===== src/rtl/fetch_sequencer_pkg.sv =====
// Shared definitions for the instruction-fetch sequencer: state encoding and
// the ARF / IR control constants driven towards ALU_System.
package fetch_defs;

  typedef enum logic [2:0] {
    CLR     = 3'd0,
    FETCH_L = 3'd1,
    FETCH_H = 3'd2,
    ISSUE   = 3'd3,
    EXEC    = 3'd4,
    HALTED  = 3'd5
  } state_t;

  localparam logic [1:0] FUN_HOLD  = 2'b00;
  localparam logic [1:0] FUN_INC   = 2'b01;
  localparam logic [1:0] FUN_LOAD  = 2'b10;
  localparam logic [1:0] FUN_CLR   = 2'b11;

  localparam logic [1:0] IR_LOAD   = 2'b10;
  localparam logic [3:0] REGSEL_PC = 4'b1000;
  localparam logic [1:0] OUTD_PC   = 2'b00;

  function automatic logic is_fetch(input state_t s);
    return (s == FETCH_L) || (s == FETCH_H);
  endfunction

endpackage


===== src/rtl/fetch_sequencer_seq_timing_counter.sv =====
// Step counter behind timing_signal: synchronous load, saturating increment
// and a terminal-count flag at TMAX.
module seq_timing_counter #(
  parameter logic [3:0] TMAX = 4'd15
) (
  input  logic       Clock,
  input  logic       Reset,
  input  logic       load,
  input  logic [3:0] load_val,
  input  logic       inc,
  output logic [3:0] count,
  output logic       tc
);

  always_ff @(posedge Clock or negedge Reset) begin
    if (!Reset) begin
      count <= 4'd0;
    end else if (load) begin
      count <= load_val;
    end else if (inc && (count != TMAX)) begin
      count <= count + 4'd1;
    end
  end

  assign tc = (count == TMAX);

endmodule


===== src/rtl/fetch_sequencer.sv =====
// Fetch/sequence stage: clears PC, reads each 16-bit instruction as two bytes
// into IR, issues the opcode to execute and times the execute phase.
module fetch_sequencer
  import fetch_defs::*;
#(
  parameter logic [3:0] TMAX = 4'd15
) (
  input  logic        Clock,
  input  logic        Reset,
  input  logic [15:0] IROut,
  input  logic        Ins_Ready,
  input  logic        Exec_Done,
  input  logic        Halt,
  output logic        Mem_CS,
  output logic        Mem_WR,
  output logic [1:0]  ARF_OutDSel,
  output logic [1:0]  ARF_FunSel,
  output logic [3:0]  ARF_RegSel,
  output logic        IR_Enable,
  output logic        IR_LH,
  output logic [1:0]  IR_Funsel,
  output logic        Ins_Valid,
  output logic [3:0]  Ins_Opcode,
  output logic [3:0]  timing_signal,
  output logic        Fetch_Busy,
  output logic        Seq_Error,
  output state_t      dbg_state
);

  state_t     state, state_nxt;
  logic       clr_armed;
  logic       halt_pend;
  logic       ts_tc;
  logic       ts_load, ts_inc;
  logic [3:0] ts_load_val;
  logic       fetch_nxt;
  logic       unused_ir;

  assign unused_ir   = ^IROut[11:0];
  assign Mem_WR      = 1'b0;
  assign ARF_OutDSel = OUTD_PC;
  assign dbg_state   = state;
  assign fetch_nxt   = is_fetch(state_nxt);

  // Handshake: Ins_Valid is high for every ISSUE cycle with Ins_Opcode held
  // stable; the transfer happens on the rising edge where Ins_Valid and
  // Ins_Ready are both high, and Ins_Ready is ignored in every other state.
  always_comb begin
    state_nxt = state;
    unique case (state)
      CLR:     state_nxt = clr_armed ? FETCH_L : CLR;
      FETCH_L: state_nxt = FETCH_H;
      FETCH_H: state_nxt = ISSUE;
      ISSUE:   if (Ins_Ready) state_nxt = EXEC;
      EXEC: begin
        if (Exec_Done)  state_nxt = (halt_pend || Halt) ? HALTED : FETCH_L;
        else if (ts_tc) state_nxt = FETCH_L;
      end
      HALTED:  if (!Halt) state_nxt = FETCH_L;
      default: state_nxt = CLR;
    endcase
  end

  always_comb begin
    ts_inc  = (state == EXEC) && (state_nxt == EXEC);
    ts_load = !ts_inc;
    unique case (state_nxt)
      FETCH_H: ts_load_val = 4'd1;
      ISSUE:   ts_load_val = 4'd2;
      EXEC:    ts_load_val = 4'd3;
      default: ts_load_val = 4'd0;
    endcase
  end

  seq_timing_counter #(.TMAX(TMAX)) u_timing (
    .Clock    (Clock),
    .Reset    (Reset),
    .load     (ts_load),
    .load_val (ts_load_val),
    .inc      (ts_inc),
    .count    (timing_signal),
    .tc       (ts_tc)
  );

  // Outputs are registered from the next state. The reset cycle itself shows
  // idle controls, so CLR holds one clocked cycle to drive the PC clear.
  always_ff @(posedge Clock or negedge Reset) begin
    if (!Reset) begin
      state      <= CLR;
      clr_armed  <= 1'b0;
      halt_pend  <= 1'b0;
      Mem_CS     <= 1'b1;
      IR_Enable  <= 1'b0;
      IR_LH      <= 1'b0;
      IR_Funsel  <= 2'b00;
      ARF_RegSel <= 4'b0000;
      ARF_FunSel <= FUN_HOLD;
      Ins_Valid  <= 1'b0;
      Ins_Opcode <= 4'h0;
      Fetch_Busy <= 1'b1;
      Seq_Error  <= 1'b0;
    end else begin
      state      <= state_nxt;
      clr_armed  <= 1'b1;
      Mem_CS     <= !fetch_nxt;
      IR_Enable  <= fetch_nxt;
      IR_LH      <= (state_nxt == FETCH_H);
      IR_Funsel  <= fetch_nxt ? IR_LOAD : 2'b00;
      ARF_RegSel <= (fetch_nxt || (state_nxt == CLR)) ? REGSEL_PC : 4'b0000;
      ARF_FunSel <= (state_nxt == CLR) ? FUN_CLR : (fetch_nxt ? FUN_INC : FUN_HOLD);
      Ins_Valid  <= (state_nxt == ISSUE);
      Fetch_Busy <= fetch_nxt || (state_nxt == CLR);
      if ((state_nxt == ISSUE) && (state != ISSUE)) begin
        Ins_Opcode <= IROut[15:12];
      end
      if ((state == EXEC) && !Exec_Done && ts_tc) begin
        Seq_Error <= 1'b1;
      end
      // HALTED consumes the request and watches Halt directly, so a level
      // held through HALTED does not re-arm a halt for the next instruction.
      if ((state == HALTED) || (state_nxt == HALTED)) begin
        halt_pend <= 1'b0;
      end else if (Halt) begin
        halt_pend <= 1'b1;
      end
    end
  end

endmodule

===== config.mk =====
export PLATFORM = sky130hd
export DESIGN_NAME = fetch_sequencer
export DESIGN_NICKNAME = d
export VERILOG_FILES = /design/src/rtl/fetch_sequencer_pkg.sv /design/src/rtl/fetch_sequencer_seq_timing_counter.sv /design/src/rtl/fetch_sequencer.sv
export SDC_FILE = /design/constraint.sdc
export NUM_CORES = 1
export LEC_CHECK = 0
export CAP_MARGIN = 10
export CELL_PAD_IN_SITES_DETAIL_PLACEMENT = 0
export CELL_PAD_IN_SITES_GLOBAL_PLACEMENT = 1
export CORE_ASPECT_RATIO = 1.75
export CORE_MARGIN = 4
export CORE_UTILIZATION = 32
export CTS_CLUSTER_SIZE = 16
export DETAILED_ROUTE_END_ITERATION = 10
export PLACE_DENSITY_LB_ADDON = 0.08
export SLEW_MARGIN = 25
export SYNTH_ARGS = -nofsm -noshare
export SYNTH_HDL_FRONTEND = slang
export SYNTH_HIERARCHICAL = 1
export SYNTH_SLANG_ARGS = --single-unit

===== constraint.sdc =====
create_clock -name Clock -period 6.5 [get_ports Clock]
set_clock_uncertainty 0.1 [all_clocks]
set_input_delay 1.95 -clock Clock [delete_from_list [all_inputs] [get_ports Clock]]
set_output_delay 1.95 -clock Clock [all_outputs]
set_load 0.01 [all_outputs]

==> impl_metrics.json <==
{
  "status": "complete, no violations",
  "die_y_um": 83.5,
  "endpoint_kind": "flop",
  "drive_gt1_frac": 0.141,
  "fin_setup_tns_ns": 0,
  "combPwrFrac": 0.483,
  "clock-sinks": 21,
  "crit_arrival_ns": 3.84,
  "grtUsageMet2": 0.223,
  "antenna_found_initial": 0,
  "area_growth_pct": 31.3,
  "dp_hpwl_um": 1830,
  "netlist_instances": 99,
  "slew_violations": 0,
  "max_stage_delay_ns": 0.44,
  "top_usage_layer": "met2",
  "ir_drop_uv": 230,
  "synth_cell_types": 39,
  "p_int_uw": 400,
  "rows": 27,
  "ys_seq_area_frac": 0.507,
  "holdCritPathClass": "reg2reg",
  "die_x_um": 51.1,
  "drtIter0Drc": 11,
  "synth-seq-cells": 21,
  "fin_nets": 151,
  "p_clk_frac": 0.136,
  "rsz0062_at_grt": "no",
  "p_leak_nw": 0.596,
  "avgViaCountPerCell": 4.72,
  "grt.overflow.total": 0,
  "die_area_um2": 4270,
  "post_cts_buffers": 0,
  "io_pins": 49,
  "drt_pre_antenna_iters": 3,
  "cp.required_ns": 6.56,
  "path_cells": "clkdlybuf4s50_1, and3_1, a211o_2, nand2_1, inv_1, and4b_1, o31ai_1",
  "synth-edff-count": 0,
  "ys_warn_count": 6,
  "cts_buffers": 3,
  "final_cell_mix": "clkdlybuf4s50_1 (28), dfrtp_1 (19), conb_1 (10), nor2_1 (7), a21oi_1 (7)",
  "start_kind": "input port",
  "clk_latency_ns": 0.26,
  "use_met3": 0.0447,
  "setup_viol": 0,
  "core_um2": 3140,
  "cts_tree": "built",
  "critPathKind": "in2reg",
  "slowest_stage": "clkdlybuf4s50_1",
  "remaining_drc_errors": 0,
  "cts-hold-fix-buffers": 0,
  "multiInputGateArea_um2": 432,
  "cts_max_path_buffers": 2,
  "syn_avg_cell_area_um2": 10.5,
  "critPathMaxFanout": 9,
  "cts.repair.resized": 0,
  "layout_commonest_cell": "clkdlybuf4s50_1",
  "seqCellArea_um2": 528,
  "grt_max_degree": 22,
  "maxCapViolations": 0,
  "start_util": 0.332,
  "htree_levels": 1,
  "io_buffers": 29,
  "p_sw_uw": 231,
  "synthFlopType": "dfrtp_1",
  "fin_crit_ns": 3.78,
  "swShare": 0.366,
  "place_congestion": 0.670,
  "grt.total_usage": 0.121,
  "fill_cells": 324,
  "fmax_mhz": 265,
  "routedWlPerCell_um": 13.3,
  "postRouteAntennaNets": 0,
  "diodes": 0,
  "cts_root_buffer": "clkbuf_8",
  "syn_area_um2": 1040,
  "async_flop_share": 1.00,
  "dr_total_vias": 807,
  "p_per_area_nw_per_um2": 461,
  "grt_pass1_vias": 857,
  "routed_wl_um": 2270,
  "power.share.sequential": 0.381,
  "finalHoldViolations": 0,
  "met1_usage": 0.113,
  "grt_pass1_wl_um": 3920,
  "stdcell_area_um2": 1370,
  "fin_crit_sh": 0.581,
  "place_area_um2": 1330,
  "clkTransAtPathRegs_ns": 0.08
}
path summary, 6_finish.rpt:
| check | startpoint | end | slack [ns] | cells after the start |
|---|---|---|---|---|
| setup / recovery | Ins_Ready | u_timing/count[2] | 2.72 | 7 |
| hold / removal | Seq_Error | Seq_Error | 0.37 | 1 |
| setup reg to reg | u_timing/count[0] | u_timing/count[3] | 4.06 | 10 |
| hold reg to reg | Seq_Error | Seq_Error | 0.37 | 1 |
| max in group asynchronous | Reset | Fetch_Busy | 4.42 | 1 |
| min in group asynchronous | Reset | u_timing/count[0] | 1.53 | 1 |
power groups by stage:
stage / clock network (mW) / registers, mW / logic [mW]
after floorplan: 0 / 0.243 / 0.175
after global placement: 0 / 0.243 / 0.308
after detailed placement: 0 / 0.245 / 0.310
after CTS: 0.0896 / 0.242 / 0.312
after global routing: 0.0962 / 0.251 / 0.338
final: 0.0856 / 0.240 / 0.305
cells in the mapped netlist (all sizes together), types with 2 or more instances:
library cell | instances | area share
o21ai | 2 | 0.0096
buf | 12 | 0.085
o21bai | 2 | 0.014
nand3b | 2 | 0.014
dfstp | 2 | 0.050
dfrtp | 19 | 0.46
nor2 | 8 | 0.031
inv | 4 | 0.014
nor2b | 2 | 0.012
nand2 | 3 | 0.011
mux2 | 4 | 0.043
conb | 2 | 0.0072
clkinv | 2 | 0.0084
nand2b | 3 | 0.018
nand3 | 3 | 0.019
a21oi | 7 | 0.034
nor3 | 4 | 0.019
a31o | 2 | 0.017
critical path: cells and delay by family:
family	cells	cell delay (ns)
simple gates	3	0.69
compound gates	2	0.58
buf+inv	2	0.61
through the flow:
stage	hold slack, ns	utilization	power, mW	setup slack, ns	instances
2_1_floorplan	0.412	-	0.418	3.16	107
3_3_place_gp	0.360	0.423	0.551	2.40	167
3_5_place_dp	0.358	0.423	0.555	2.39	167
4_1_cts	0.378	0.437	0.644	2.68	171
5_1_grt	0.404	0.436	0.685	2.49	171
6_report	0.373	0.436	0.631	2.72	171
cell families after synthesis:
group,after synthesis,synth area share
buffers and inverters,18,0.108
flip-flops,21,0.507
AND/OR/NAND/NOR,31,0.169
multiplexers,5,0.0528
adder cells (fa/ha/maj),1,0.0120
other,2,0.00721
AO/OA/AOI/OAI,21,0.144
sequential cells by signal, indices dropped and copies added (netlist names):
signal          cells
ARF_FunSel          2
dbg_state           3
clr_armed           1
halt_pend           1
Fetch_Busy          1
IR_LH               1
Ins_Opcode          4
IR_Funsel           1
Seq_Error           1
u_timing/count      4
Mem_CS              1
Ins_Valid           1
metal layers:
| layer | part of all wire | routed length (um) | vias to the layer above |
|---|---|---|---|
| li1 | - | - | 385 |
| met1 | 0.35 | 789 | 395 |
| met2 | 0.56 | 1280 | 22 |
| met3 | 0.072 | 163 | 5 |
| met4 | 0.018 | 41 | 0 |
| met5 | 0 | 0 | - |
area by class of cell:
cell class              instances  area share
inverters                       6      0.0174
repair buffers                 29       0.208
multi-input cells              68       0.315
well taps                      43      0.0393
clock buffers                   3      0.0302
flip-flops and latches         21       0.386
clock inverters                 1     0.00366
No activity file was read; power rests on OpenSTA's default activity.
==> RTL change 1, RTL diff (same settings) <==
Reset style: synchronous (`Reset`), changed in 2 clocked blocks.
--- a/src/rtl/fetch_sequencer_seq_timing_counter.sv
+++ b/src/rtl/fetch_sequencer_seq_timing_counter.sv
@@ -12,7 +12,7 @@
   output logic       tc
 );
 
-  always_ff @(posedge Clock or negedge Reset) begin
+  always_ff @(posedge Clock) begin
     if (!Reset) begin
       count <= 4'd0;
     end else if (load) begin
--- a/src/rtl/fetch_sequencer.sv
+++ b/src/rtl/fetch_sequencer.sv
@@ -84,7 +84,7 @@
 
   // Outputs are registered from the next state. The reset cycle itself shows
   // idle controls, so CLR holds one clocked cycle to drive the PC clear.
-  always_ff @(posedge Clock or negedge Reset) begin
+  always_ff @(posedge Clock) begin
     if (!Reset) begin
       state      <= CLR;
       clr_armed  <= 1'b0;
Function: differs if Reset is asserted again (counterexample within 4 cycles, from zero or initial values and one cycle with Reset low); with Reset held inactive, the same outputs for 10 cycles.
==> RTL change 1 against the original RTL <==
Worst setup slack worse by 500 ps. Wire length about the same. Sequential share of layout area down 7.7 points. Sequential cell count unchanged. Design area down 0.55%. Area after synthesis down 1.6%. Critical endpoint is now u_timing/count[3]$_SDFFE_PN0P_.
Power is not compared: it rests on default switching activity, and its combinational part moved more than twofold at a synthesized area within 25%.
==> RTL change 1: results (changes against the original RTL) <==
stage,metric,value,unit,change
synthesis,asr flop ratio synth,0,%,was 100%
synthesis,Adder-Cell Fraction of Synth Area,1.22,%,was 1.20%
cts,Clock Path Buffers,2,,unchanged
cts,"CTS clk-pin slew, worst paths",80,ps,about the same
detailed_routing,DR pass1 iterations,4,,was 3
setup_path,R2R cell count,9,,was 10
worst_hold_path,end of the worst hold path,Seq_Error$_SDFFE_PN0P_,,was Seq_Error$_DFFE_PN0P_
place,Placer Congestion,0.688,,was 0.670
power_and_ir_drop,P_int,0.000216,W,
synthesis,YS warnings,6,,unchanged
setup_path,Critical path origin,Exec_Done,,was Ins_Ready
detailed_routing,vias per inst,4.73,,was 4.72
detailed_routing,DR iter-0 viols,11,,unchanged
place,Port Buffers,29,,unchanged
detailed_routing,WL/cell,12.2,um,was 13.3 um
setup_path,critical path class,primary input to flop,,unchanged
synthesis,main combinational cell family by area after synthesis,compound AO/OA/AOI/OAI gates,,was simple AND/OR/NAND/NOR gates
detailed_routing,via count,885,,was 807
worst_hold_path,HP Start,Seq_Error$_SDFFE_PN0P_,,was Seq_Error$_DFFE_PN0P_
setup_path,RR Endpoint,u_timing/count[3]$_SDFFE_PN0P_,,was u_timing/count[3]$_DFFE_PN0P_
place,dpl cell area,0.00132,mm^2,was 0.00133 mm^2
final_layout,fin nets,167,,was 151
place,HPWL Detailed,1690,um,was 1830 um
final_layout,Antenna Cells,0,,unchanged
synthesis,Synth Area in Compound Gates,23.4,%,was 14.4%
synthesis,Area contributors post-synth,"dfxtp_1, buf_4, a21boi_0",,"was dfrtp_1, buf_4, dfstp_2"
global_routing,total grt overflow,0,,unchanged
sta,hold_ws,373,ps,about the same
cts,H-tree depth,1,,unchanged
place,placed cells,183,,was 167
global_routing,number of global-route vias before repair,846,,was 857
final_layout,fraction of layout cells with a size suffix above 1,8.33,%,was 14.1%
setup_path,Worst Path Arrival,4330,ps,was 3840 ps
power_and_ir_drop,P_leak,0.523,nW,
run_status,status,finished clean,,unchanged
sta,Final WS setup,2220,ps,was 2720 ps
global_routing,Tot GR Track Use,11.7,%,was 12.1%
synthesis,fraction of synthesized area in multiplexers,0.976,%,was 5.28%
setup_path,CP max FO,8,,was 9
synthesis,synth cell count leaders,"dfxtp_1, buf_4, nand2_1, o21ai_0, nor2_1",,"was dfrtp_1, buf_4, a21oi_1, nor2_1"
setup_path,FF-to-FF setup slack,3610,ps,was 4060 ps
place,Place WS,1920,ps,was 2390 ps
worst_hold_path,Worst Hold Depth,1,,unchanged
synthesis,"Seq/Total Area, Yosys",41.0,%,was 50.7%
power_and_ir_drop,Final Power,0.000296,W,
setup_path,RR Startpoint,u_timing/count[0]$_SDFFE_PN0P_,,was u_timing/count[0]$_DFFE_PN0P_
synthesis,"Avg Cell Area, Syn",8.84,um^2,was 10.5 um^2
global_routing,first-pass GRT wire length,3870,um,was 3920 um
global_routing,largest net degree at the start of global routing,21,,was 22
synthesis,post-synth cell types,45,,was 39
==> RTL change 1: cell count changes after synthesis, moves of 3 or more <==
cell | before | now
a21boi_0 | 1 | 6
a21oi_1 | 7 | 4
dfrtp_1 | 19 | 0
dfxtp_1 | 0 | 21
mux2_2 | 4 | 0
nand2_1 | 3 | 9
o21ai_0 | 2 | 8
==> RTL change 1: layer usage <==
metal	vias up	global-route usage [%]	wire, um
met2	23	21.0	1150
met5	-	0	0
met1	405	12.1	957
met3	4	2.15	119
li1	453	-	-
met4	0	6.62	42
==> RTL change 1: worst max-delay path, cell delays in order <==
cell	delay, ps
clkdlybuf4s50_1	450
nor3b_1	170
or4_4	520
a221oi_2	540
inv_1	270
nor4b_1	350
a211oi_1	80
==> RTL change 1: area by class of cell <==
type	count	area, um^2
well taps	43	53.8
fillers	355	1750
flip-flops and latches	21	420
clock buffers	4	45.0
inverters	5	18.8
multi-input cells	85	533
repair buffers	29	290
==> RTL change 2, RTL diff (config.mk and constraints unchanged) <==
Made on the original files. `TMAX` is set to 4'd15 in 2 places; all go to 4'd7.
--- a/src/rtl/fetch_sequencer_seq_timing_counter.sv
+++ b/src/rtl/fetch_sequencer_seq_timing_counter.sv
@@ -1,7 +1,7 @@
 // Step counter behind timing_signal: synchronous load, saturating increment
 // and a terminal-count flag at TMAX.
 module seq_timing_counter #(
-  parameter logic [3:0] TMAX = 4'd15
+  parameter logic [3:0] TMAX = 4'd7
 ) (
   input  logic       Clock,
   input  logic       Reset,
--- a/src/rtl/fetch_sequencer.sv
+++ b/src/rtl/fetch_sequencer.sv
@@ -3,7 +3,7 @@
 module fetch_sequencer
   import fetch_defs::*;
 #(
-  parameter logic [3:0] TMAX = 4'd15
+  parameter logic [3:0] TMAX = 4'd7
 ) (
   input  logic        Clock,
   input  logic        Reset,
Check against the original RTL: same outputs for any inputs over 10 cycles, from zero or initial values and one cycle with Reset low; that may be too few to reach the edited logic, so the function may still have changed.
==> RTL change 2 against the original RTL <==
Combinational power shrank 1%. Wire length shrank 2.5%. Clock power shrank 2%. Design area grew 0.46%. Sequential cell count is the same. Worst setup slack lost 76 ps. Power shrank 0.73%. Area after synthesis grew 1.1%.
==> RTL change 2: results (changes against the original RTL) <==
stage,metric,value,unit,change
setup_path,CP max FO,10,,was 9
sta,hold_ws,371,ps,was 373 ps
setup_path,RR Endpoint,u_timing/count[3]$_DFFE_PN0P_,,unchanged
setup_path,R2R cell count,9,,was 10
setup_path,Worst Path Arrival,3900,ps,was 3840 ps
synthesis,asr flop ratio synth,100,%,unchanged
global_routing,number of global-route vias before repair,825,,was 857
power_and_ir_drop,Power Density,456,mW/mm^2,was 461 mW/mm^2
run_status,status,finished clean,,unchanged
place,dpl cell area,0.00133,mm^2,about the same
synthesis,"Seq/Total Area, Yosys",50.1,%,was 50.7%
synthesis,Adder-Cell Fraction of Synth Area,1.19,%,was 1.20%
setup_path,crit-path leading delay family,simple AND/OR/NAND/NOR gates,,unchanged
final_layout,Antenna Cells,0,,unchanged
final_layout,area of the multi-input gates,439,um^2,was 432 um^2
synthesis,fraction of synthesized area in multiplexers,4.28,%,was 5.28%
global_routing,Tot GR Track Use,11.5,%,was 12.1%
cts,Clock Path Buffers,2,,unchanged
power_and_ir_drop,P_int,0.000401,W,was 0.000400 W
worst_hold_path,HP Start,Seq_Error$_DFFE_PN0P_,,unchanged
final_layout,fraction of layout cells with a size suffix above 1,15.0,%,was 14.1%
global_routing,initial antenna violation count,0,,unchanged
final_layout,fin nets,150,,was 151
worst_hold_path,Worst Hold Class,flop to flop,,unchanged
cts,setup repair bufs after CTS,0,,unchanged
place,HPWL Detailed,1690,um,was 1830 um
detailed_routing,WL met1,833,um,was 789 um
power_and_ir_drop,Worst VDD drop,0.238,mV,was 0.230 mV
final_layout,Layout fillers,307,,was 324
detailed_routing,vias per inst,4.56,,was 4.72
synthesis,Synth Instances,99,,unchanged
sta,fin crit share,59.3,%,was 58.1%
detailed_routing,DR iter-0 viols,14,,was 11
synthesis,Synth Area in Compound Gates,14.7,%,was 14.4%
detailed_routing,Final Routed Wirelength,2220,um,was 2270 um
cts,"CTS clk-pin slew, worst paths",80,ps,about the same
power_and_ir_drop,Flop+latch power,0.000241,W,
final_layout,Non-Filler Instances,170,,was 171
place,Placer Congestion,0.778,,was 0.670
place,Place WS,2370,ps,was 2390 ps
setup_path,FF-to-FF setup slack,3970,ps,was 4060 ps
setup_path,Critical path origin,Exec_Done,,was Ins_Ready
setup_path,CP peak stage delay,470,ps,was 440 ps
detailed_routing,DR pass1 iterations,4,,was 3
detailed_routing,met3 WL,108,um,was 163 um
die,die area,0.00431,mm^2,was 0.00427 mm^2
synthesis,post-synth cell types,40,,was 39
global_routing,first-pass GRT wire length,3760,um,was 3920 um
detailed_routing,routed wl met2,1230,um,was 1280 um
synthesis,Area contributors post-synth,"dfrtp_1, buf_4, dfstp_2",,unchanged
power_and_ir_drop,P_leak,0.600,nW,was 0.596 nW
place,placed cells,166,,was 167
setup_path,critical path class,primary input to flop,,unchanged
power_and_ir_drop,Gate power share,48.1,%,was 48.3%
==> RTL change 2: final cells by class <==
cell class | count | share of cell area [%]
Multi-Input combinational cell | 67 | 31.9
Inverter | 6 | 1.64
Sequential cell | 21 | 38.4
Timing Repair Buffer | 29 | 20.7
Clock inverter | 1 | 0.364
Tap cell | 43 | 3.91
Clock buffer | 3 | 3.00
==> RTL change 2: worst register-to-register path: stages, from the launching register on <==
cell      delay, ps
dfrtp_1         430
ha_1            290
nand3b_4        120
inv_2            50
nor4b_1         380
a211o_2         200
nand2_1         200
inv_1           220
nand4_1         130
a221o_1         310
==> RTL change 2: layer usage <==
| metal | up-vias | track usage, % |
|---|---|---|
| met1 | 366 | 12.0 |
| met4 | 0 | 6.44 |
| li1 | 384 | - |
| met2 | 21 | 20.3 |
| met5 | - | 0 |
| met3 | 4 | 2.33 |
